**src/rtl/branch_operand_hazard_if.sv**
```systemverilog
// Bundle between the ID stage and the branch-operand hazard unit. It carries the
// ID-stage decode fields, the flush, the candidate forwarding values, and the
// returned mux select, forward value, stall and stall count.
interface branch_operand_hazard_if #(
    parameter int unsigned XLEN       = 32,
    parameter int unsigned REG_ADDR_W = 5,
    parameter int unsigned CNT_W      = 32
);
    logic                  id_valid;
    logic                  id_is_branch;
    logic [REG_ADDR_W-1:0] id_rs1;
    logic [REG_ADDR_W-1:0] id_rs2;
    logic [REG_ADDR_W-1:0] id_rd;
    logic                  id_reg_write;
    logic                  id_mem_read;
    logic                  flush;
    logic [XLEN-1:0]       mem_alu_result;
    logic [XLEN-1:0]       wb_data;
    logic [1:0]            update;
    logic [XLEN-1:0]       forward;
    logic                  stall;
    logic [CNT_W-1:0]      stall_count;

    // Pipeline side: drives ID fields and data, consumes the decision.
    modport master (
        output id_valid, id_is_branch, id_rs1, id_rs2, id_rd, id_reg_write, id_mem_read,
        output flush, mem_alu_result, wb_data,
        input  update, forward, stall, stall_count
    );

    // Hazard unit side.
    modport slave (
        input  id_valid, id_is_branch, id_rs1, id_rs2, id_rd, id_reg_write, id_mem_read,
        input  flush, mem_alu_result, wb_data,
        output update, forward, stall, stall_count
    );
endinterface

```
**src/rtl/branch_operand_hazard_unit.sv**
```systemverilog
// ID-stage hazard unit for branch operands. It shadows the destination registers of
// in-flight instructions (EX/MEM/WB) and, for a branch in ID, picks one forwarding
// source or stalls. It also counts the cycles spent stalled.
module branch_operand_hazard_unit #(
    parameter int unsigned XLEN       = 32,
    parameter int unsigned REG_ADDR_W = 5,
    parameter int unsigned CNT_W      = 32
) (
    input logic                    clk,
    input logic                    rst_n,
    branch_operand_hazard_if.slave bus
);
    typedef struct packed {
        logic                  valid;
        logic [REG_ADDR_W-1:0] rd;
        logic                  is_load;
    } slot_t;

    typedef enum logic [1:0] {NdNone, NdStall, NdFwdMem, NdFwdWb} need_e;

    slot_t            ex_q, mem_q, wb_q, ex_d;
    logic [CNT_W-1:0] stall_count_q;
    need_e            need1, need2;
    logic             fwd1, fwd2;
    logic             stall_c;
    logic [1:0]       update_c;
    logic [XLEN-1:0]  forward_c;

    // The youngest in-flight writer of r decides. x0 never produces a hazard.
    function automatic need_e need_of(input logic [REG_ADDR_W-1:0] r,
                                      input slot_t ex, input slot_t mem, input slot_t wb);
        need_e n;
        n = NdNone;
        if (r != '0) begin
            if (ex.valid && ex.rd == r)        n = NdStall;
            else if (mem.valid && mem.rd == r) n = mem.is_load ? NdStall : NdFwdMem;
            else if (wb.valid && wb.rd == r)   n = NdFwdWb;
        end
        return n;
    endfunction

    // Per-operand need and combined forwarding/stall decision.
    always_comb begin
        need1     = NdNone;
        need2     = NdNone;
        stall_c   = 1'b0;
        update_c  = 2'b00;
        forward_c = '0;
        if (bus.id_valid && bus.id_is_branch) begin
            need1 = need_of(bus.id_rs1, ex_q, mem_q, wb_q);
            need2 = need_of(bus.id_rs2, ex_q, mem_q, wb_q);
        end
        fwd1 = (need1 == NdFwdMem) || (need1 == NdFwdWb);
        fwd2 = (need2 == NdFwdMem) || (need2 == NdFwdWb);
        // The mux forwards one operand only, so two forwards also stall.
        if (need1 == NdStall || need2 == NdStall || (fwd1 && fwd2)) begin
            stall_c = 1'b1;
        end else if (fwd1) begin
            update_c  = 2'b01;
            forward_c = (need1 == NdFwdMem) ? bus.mem_alu_result : bus.wb_data;
        end else if (fwd2) begin
            update_c  = 2'b10;
            forward_c = (need2 == NdFwdMem) ? bus.mem_alu_result : bus.wb_data;
        end
    end

    // Next EX slot: a bubble unless a valid, unstalled, unflushed writer of a nonzero rd.
    always_comb begin
        ex_d = '0;
        if (!stall_c && !bus.flush && bus.id_valid && bus.id_reg_write && bus.id_rd != '0) begin
            ex_d.valid   = 1'b1;
            ex_d.rd      = bus.id_rd;
            ex_d.is_load = bus.id_mem_read;
        end
    end

    // Advance the shadow slots and count stall cycles (wraps naturally).
    always_ff @(posedge clk or negedge rst_n) begin
        if (!rst_n) begin
            ex_q          <= '0;
            mem_q         <= '0;
            wb_q          <= '0;
            stall_count_q <= '0;
        end else begin
            ex_q  <= ex_d;
            mem_q <= ex_q;
            wb_q  <= mem_q;
            if (stall_c) stall_count_q <= stall_count_q + 1'b1;
        end
    end

    assign bus.update      = update_c;
    assign bus.forward     = forward_c;
    assign bus.stall       = stall_c;
    assign bus.stall_count = stall_count_q;
endmodule

```
**src/flat_wrapper.sv**
```systemverilog
// flat-port wrapper written by rule: the top's interface ports become plain ports
module branch_operand_hazard_unit_flat 
#(
    parameter int unsigned XLEN       = 32,
    parameter int unsigned REG_ADDR_W = 5,
    parameter int unsigned CNT_W      = 32
)
  (clk, rst_n, bus_id_valid, bus_id_is_branch, bus_id_rs1, bus_id_rs2, bus_id_rd, bus_id_reg_write, bus_id_mem_read, bus_flush, bus_mem_alu_result, bus_wb_data, bus_update, bus_forward, bus_stall, bus_stall_count);
  branch_operand_hazard_if #(.XLEN(XLEN), .REG_ADDR_W(REG_ADDR_W), .CNT_W(CNT_W)) bus_i ();
  input logic clk;
  input logic rst_n;
  input wire logic [$bits(bus_i.id_valid)-1:0] bus_id_valid;
  input wire logic [$bits(bus_i.id_is_branch)-1:0] bus_id_is_branch;
  input wire logic [$bits(bus_i.id_rs1)-1:0] bus_id_rs1;
  input wire logic [$bits(bus_i.id_rs2)-1:0] bus_id_rs2;
  input wire logic [$bits(bus_i.id_rd)-1:0] bus_id_rd;
  input wire logic [$bits(bus_i.id_reg_write)-1:0] bus_id_reg_write;
  input wire logic [$bits(bus_i.id_mem_read)-1:0] bus_id_mem_read;
  input wire logic [$bits(bus_i.flush)-1:0] bus_flush;
  input wire logic [$bits(bus_i.mem_alu_result)-1:0] bus_mem_alu_result;
  input wire logic [$bits(bus_i.wb_data)-1:0] bus_wb_data;
  output wire logic [$bits(bus_i.update)-1:0] bus_update;
  output wire logic [$bits(bus_i.forward)-1:0] bus_forward;
  output wire logic [$bits(bus_i.stall)-1:0] bus_stall;
  output wire logic [$bits(bus_i.stall_count)-1:0] bus_stall_count;
  assign bus_i.id_valid = bus_id_valid;
  assign bus_i.id_is_branch = bus_id_is_branch;
  assign bus_i.id_rs1 = bus_id_rs1;
  assign bus_i.id_rs2 = bus_id_rs2;
  assign bus_i.id_rd = bus_id_rd;
  assign bus_i.id_reg_write = bus_id_reg_write;
  assign bus_i.id_mem_read = bus_id_mem_read;
  assign bus_i.flush = bus_flush;
  assign bus_i.mem_alu_result = bus_mem_alu_result;
  assign bus_i.wb_data = bus_wb_data;
  assign bus_update = bus_i.update;
  assign bus_forward = bus_i.forward;
  assign bus_stall = bus_i.stall;
  assign bus_stall_count = bus_i.stall_count;
  branch_operand_hazard_unit #(.XLEN(XLEN), .REG_ADDR_W(REG_ADDR_W), .CNT_W(CNT_W)) u_core (.clk(clk), .rst_n(rst_n), .bus(bus_i));
endmodule
```
**config.mk**
```make
export PLATFORM = sky130hd
export DESIGN_NAME = branch_operand_hazard_unit_flat
export DESIGN_NICKNAME = d
export VERILOG_FILES = /design/src/rtl/branch_operand_hazard_if.sv /design/src/rtl/branch_operand_hazard_unit.sv /design/src/flat_wrapper.sv
export SDC_FILE = /design/constraint.sdc
export NUM_CORES = 1
export LEC_CHECK = 0
export CORE_AREA = 2 2 91 110
export CTS_CLUSTER_SIZE = 40
export DETAILED_ROUTE_END_ITERATION = 16
export DIE_AREA = 0 0 93 112
export GPL_ROUTABILITY_DRIVEN = 0
export PLACE_DENSITY = 0.72
export REMOVE_ABC_BUFFERS = 1
export SLEW_MARGIN = 20
export SYNTH_ARGS = -nofsm -noshare
export SYNTH_HDL_FRONTEND = slang
export SYNTH_SLANG_ARGS = --single-unit
```
**constraint.sdc**
```tcl
create_clock -name clk -period 6.22 [get_ports clk]
set_input_delay 0.933 -clock clk [delete_from_list [all_inputs] [get_ports clk]]
set_output_delay 0.933 -clock clk [all_outputs]
set_load 0.01 [all_outputs]
```
# [Word-level counts from Yosys, hierarchy flattened]
# Index checks and enable logic that the tools add are counted.
[totals] reg_bits=52 latch_bits=0 ram_bits=0 mem_bits_ro=0 in_bits=86 out_inout_bits=67 word_cells=64 memories=0
[op_classes] addsub=1 multipliers=0 div_mod_pow=0 order_cmp=0 n_eq_ne=12 shifts=0 muxes=21 n_bitwise=0 n_reduce_logical=21
[op_table] op="2-to-1 mux 32 bit" n=5
[op_table] op="adder 32 x 1 -> 32 bit (second input constant)" n=1
[op_table] op="== test 5 bit" n=6
[op_table] op="2-to-1 mux 2 bit" n=14
[op_table] op="nonzero test 5 bit" n=3
[op_table] op="logical AND 1 bit" n=12
[op_table] op="== test 2 bit (second input constant)" n=4
[op_table] op="2-to-1 mux 7 bit" n=1
[op_table] op="== test 2 x 1 -> 1 bit (second input constant)" n=2
[op_table] op="logical OR 1 bit" n=4
[op_table] op="zero test 1 bit" n=2
[op_table] op="2-to-1 mux 1 bit" n=1

# [Longest topological paths before layout]
[logic_depth] depth_word=18 mapped_depth=9 depth_no_buf=7

# [Least setup slack after synthesis]
# No wires, ideal clock.
[synth_path] path_kind="input -> output" from="input port bus_id_rs2[0]" to="output port bus_forward[1]" arrival_ns=2.536 required_ns=5.287 slack_ns=2.751 cell_stages=8 path_buffers=1 cell_sequence="xnor2_1 > nand4_1 > o211a_1 > o31ai_4 > buf_2 > nor2_1 > o32a_1 > nor2_1"
[synth_via] elab_chain_cells=12 elab_cells_between_ends=23 classes_between="eq/ne (6); mux (9); reduce/logical (8)"
[synth_lines] item="start, declared" line="flat_wrapper.sv:15" source="input wire logic [$bits(bus_i.id_rs2)-1:0] bus_id_rs2;"
[synth_lines] item="== test 5 bit" line="branch_operand_hazard_unit.sv:37" source="else if (wb.valid && wb.rd == r) n = NdFwdWb;"
[synth_lines] item="logical AND 1 bit" line="branch_operand_hazard_unit.sv:37"
[synth_lines] item="2-to-1 mux 2 bit" line="branch_operand_hazard_unit.sv:37"
[synth_lines] item="2-to-1 mux 2 bit" line="branch_operand_hazard_unit.sv:36" source="else if (mem.valid && mem.rd == r) n = mem.is_load ? NdStall : NdFwdMem;"
[synth_lines] item="2-to-1 mux 2 bit" line="branch_operand_hazard_unit.sv:35" source="if (ex.valid && ex.rd == r) n = NdStall;"
[synth_lines] item="2-to-1 mux 2 bit *" line="branch_operand_hazard_unit.sv:34" source="if (r != '0) begin"
[synth_lines] item="2-to-1 mux 2 bit *" line="branch_operand_hazard_unit.sv:49" source="if (bus.id_valid && bus.id_is_branch) begin"
[synth_lines] item="== test 2 bit (on tied branches)" line="branch_operand_hazard_unit.sv:54, branch_operand_hazard_unit.sv:63"
[synth_lines] item="2-to-1 mux 32 bit or logical OR 1 bit (tied branches)" line="branch_operand_hazard_unit.sv:63, branch_operand_hazard_unit.sv:54"
[synth_lines] item="2-to-1 mux 32 bit or logical AND 1 bit (tied branches)" line="branch_operand_hazard_unit.sv:61, branch_operand_hazard_unit.sv:56"
[synth_lines] item="2-to-1 mux 32 bit or logical OR 1 bit (tied branches)" line="branch_operand_hazard_unit.sv:58, branch_operand_hazard_unit.sv:56"
[synth_lines] item="2-to-1 mux 32 bit *" line="branch_operand_hazard_unit.sv:56" source="if (need1 == NdStall || need2 == NdStall || (fwd1 && fwd2)) begin"
[synth_lines] item="end, declared" line="flat_wrapper.sv:23" source="output wire logic [$bits(bus_i.forward)-1:0] bus_forward;"
# Every way passes the cells marked *; elsewhere a longest branch is shown, timed or not.

# [Worst setup path after layout]
[layout_path] from="input port bus_id_rs2[1]" to="output port bus_forward[7]"
# The elaborated chain is that of the path after synthesis.

==> summary.txt <==
Global route
  • Initial antenna violation count: 2
  • Remaining Overflow, GRT: 0
  • Number of global-route vias before repair: 3300
  • Largest net degree at the start of global routing: 53
  • Global-route wire length before repair: 16.15 mm
  • Total track usage: 19.08%

Power and ir drop
  • Clock share of power: 41.5%
  • Reg power frac: 44.7%
  • Leak: 0.002013 uW
  • Sw Pwr: 158.1 uW
  • PD cells: 148.4 nW/um^2
  • Switching share of power: 20.29%
  • Internal: 621.2 uW
  • VDD IR max: 0.0001396 V
  • Logic gate share of total power: 13.8%

Placement
  • Pre-CTS setup slack: 0.7424 ns
  • IO buf count: 152
  • Placed Cells: 618
  • Dpl hpwl: 7.683 mm

Route
  • Routed via count: 3414
  • Via density: 5.436
  • DR pass1 iterations: 4
  • Initial DRC Count: 137
  • WL/cell: 16.12 microns
  • WL final: 10.13 mm
  • ANT nets after route: 0
  • # DRC: 0

Timing
  • Final setup vio count: 0
  • Setup ws final: 1.076 ns
  • RSZ-0062 raised after global routing: false
  • Crit path time final: 5.144 ns
  • Final Hold Fails: 0
  • Max-slew violation count: 0
  • Slew @ Worst Pin: 1.010 ns
  • Achievable frequency: 194.4 MHz
  • Final period util: 82.70%
  • Clk_skew: 0.008309 ns
  • Max-slew headroom: 32.48%
  • Setup TNS: 0 ns
  • WHS: 0.3544 ns

Logic synthesis
  • Seq/Total Area, Yosys: 37.63%
  • Mapped Area: 3458 sq um
  • Avg Inst Size Synth: 9.660 sq um
  • Post-synth top cells: o22ai_1, dfrtp_1, xnor2_1, mux2i_1, nand4_1
  • Synth top area cells: dfrtp_1, xnor2_1, o22ai_1
  • Post-synth cell types: 39
  • Mapped Cells: 358
  • Synth Flop Type: dfrtp_1
  • Yosys top cell by area: dfrtp_1
  • Post-synth EDFFs: 0
  • Yosys warning total: 0
  • Seq cells post-synth: 52
  • Ys async rst share: 100.0%
  • Cell with the most instances after synthesis: o22ai_1
  • Top cell type's share of synthesized area: 37.63%

Critical path
  • CP Data Arrival Time: 4.21 ns
  • Critical Path RT: 5.29 ns
  • Worst Setup SP: bus_id_rs2[1]
  • R2R depth: 7
  • Capturing point of the worst reg2reg path: u_core.bus.stall_count[1]$_DFFE_PN0N_
  • Worst R2R Setup Slack: 3.67 ns
  • WS Path Type: in -> out
  • Critical path startpoint category: input port
  • FF-to-FF Start: u_core.ex_q[1]$_DFF_PN0_
  • CP Capture Point: bus_forward[7]
  • Critical Path Fanout Max: 29
  • Crit path capture type: output pin

CTS
  • Clock slew at reported path FFs: 0.06 ns
  • TritonCTS Buffers: 5
  • Hold buffer count at cts: 0
  • Clk sink count: 52
  • Setup Buffers After CTS: 0
  • H-tree levels: 2
  • CTS tree: done
  • Max clock buf depth: 2
  • Clock Latency Late Sink: 0.29 ns
  • CTS resizes: 0
  • Root Buffer: clkbuf_16

Status
  • Status: complete, no violations

Floorplanning
  • Chip Height: 112 microns
  • I/O pin count: 153
  • Row count: 39
  • Die ar.: 10420 sq um
  • Initial Utilization: 36.91%
  • Chip width: 93 microns
  • Core Area: 9369 sq um

Layout
  • Share of cells above drive strength 1: 4.771%
  • Post-layout util: 56.06%
  • Final std cells w/o fill: 628
  • Nets: 589
  • Area growth, synth to finish: 51.88%

Job
  • Max Cap Violations: 0

Worst hold path
  • Worst min path class: reg -> reg
-- registers in the layout, indices dropped and copies added (netlist names) --
signal and count:
u_core.bus.stall_count 32, u_core.ex_q 7, u_core.mem_q 7, u_core.wb_q 6
-- worst min path at each step --
stage                             start                         to  slack [ns]  depth (start not counted)
2_1_floorplan  u_core.ex_q[0]$_DFF_PN0_  u_core.mem_q[0]$_DFF_PN0_        0.33                          0
6_report       u_core.ex_q[0]$_DFF_PN0_  u_core.mem_q[0]$_DFF_PN0_        0.35                          0
4_1_cts        u_core.ex_q[0]$_DFF_PN0_  u_core.mem_q[0]$_DFF_PN0_        0.36                          0
3_3_place_gp   u_core.ex_q[0]$_DFF_PN0_  u_core.mem_q[0]$_DFF_PN0_        0.34                          0
5_1_grt        u_core.ex_q[0]$_DFF_PN0_  u_core.mem_q[0]$_DFF_PN0_        0.36                          0
3_5_place_dp   u_core.ex_q[0]$_DFF_PN0_  u_core.mem_q[0]$_DFF_PN0_        0.34                          0
-- placed cells by master, fill, tap and decap left out, drive strengths merged, types with 7 or more instances in the layout --
| cell type | netlist | routed |
|---|---|---|
| clkdlybuf4s50 | 0 | 151 |
| nor3 | 7 | 7 |
| mux2i | 32 | 32 |
| nor2 | 17 | 17 |
| clkbuf | 10 | 7 |
| o22ai | 58 | 58 |
| xnor2 | 43 | 43 |
| xor2 | 18 | 18 |
| nand3 | 18 | 18 |
| and3 | 7 | 7 |
| dfrtp | 52 | 52 |
| and2 | 9 | 9 |
| nand4 | 19 | 19 |
| nand2 | 15 | 15 |
-- stage by stage --
stage,cell area [sq um],power (uW)
2_1_floorplan,3344,381.3
3_3_place_gp,5060,459.4
3_5_place_dp,5060,461.9
4_1_cts,5243,789.8
5_1_grt,5248,812.0
6_report,5253,779.3
-- per-layer routing --
layer	GRT usage, %	wire [microns]	vias to the layer above
li1	-	-	1629
met1	24.98	4284	1605
met2	30.39	4626	159
met3	5.413	997	19
met4	6.373	204	2
met5	0	13	-
-- worst max-delay path: stages --
cell             delay (ns)
clkdlybuf4s50_1        0.53
or4_1                  0.56
o21bai_1               0.20
a31oi_1                0.11
nand2_1                0.78
o22ai_1                0.19
o22ai_1                0.29
clkdlybuf4s50_1        0.61
-- area by class of cell --
| class | instances | area [sq um] |
|---|---|---|
| Fill cell | 827 | 4116 |
| Multi-Input combinational cell | 280 | 2033 |
| Timing Repair Buffer | 157 | 1554 |
| Sequential cell | 52 | 1301 |
| Tap cell | 123 | 153.9 |
| Clock buffer | 7 | 152.6 |
| Clock inverter | 1 | 30.03 |
| Inverter | 6 | 22.52 |
| Antenna cell | 2 | 5.005 |
-- power by group through the flow --
stage               registers, uW  logic [uW]  clock network [uW]
floorplan                     353        27.9                   0
global placement              355         105                   0
detailed placement            355         107                   0
CTS                           348         108                 333
global route                  349         116                 347
finish                        348         107                 324
-- cells by family after synthesis --
kind of cell	Yosys count	share of synthesized area, %
AOI/OAI and AO/OA	78	15.92
xor gates and xnor gates	61	15.45
adders and majority gates	1	0.3617
buffers and inverters	26	3.944
DFF	52	37.63
muxes	33	9.588
and+or+nand+nor	107	17.11
Note: power is estimated with default switching activity, not from simulation.
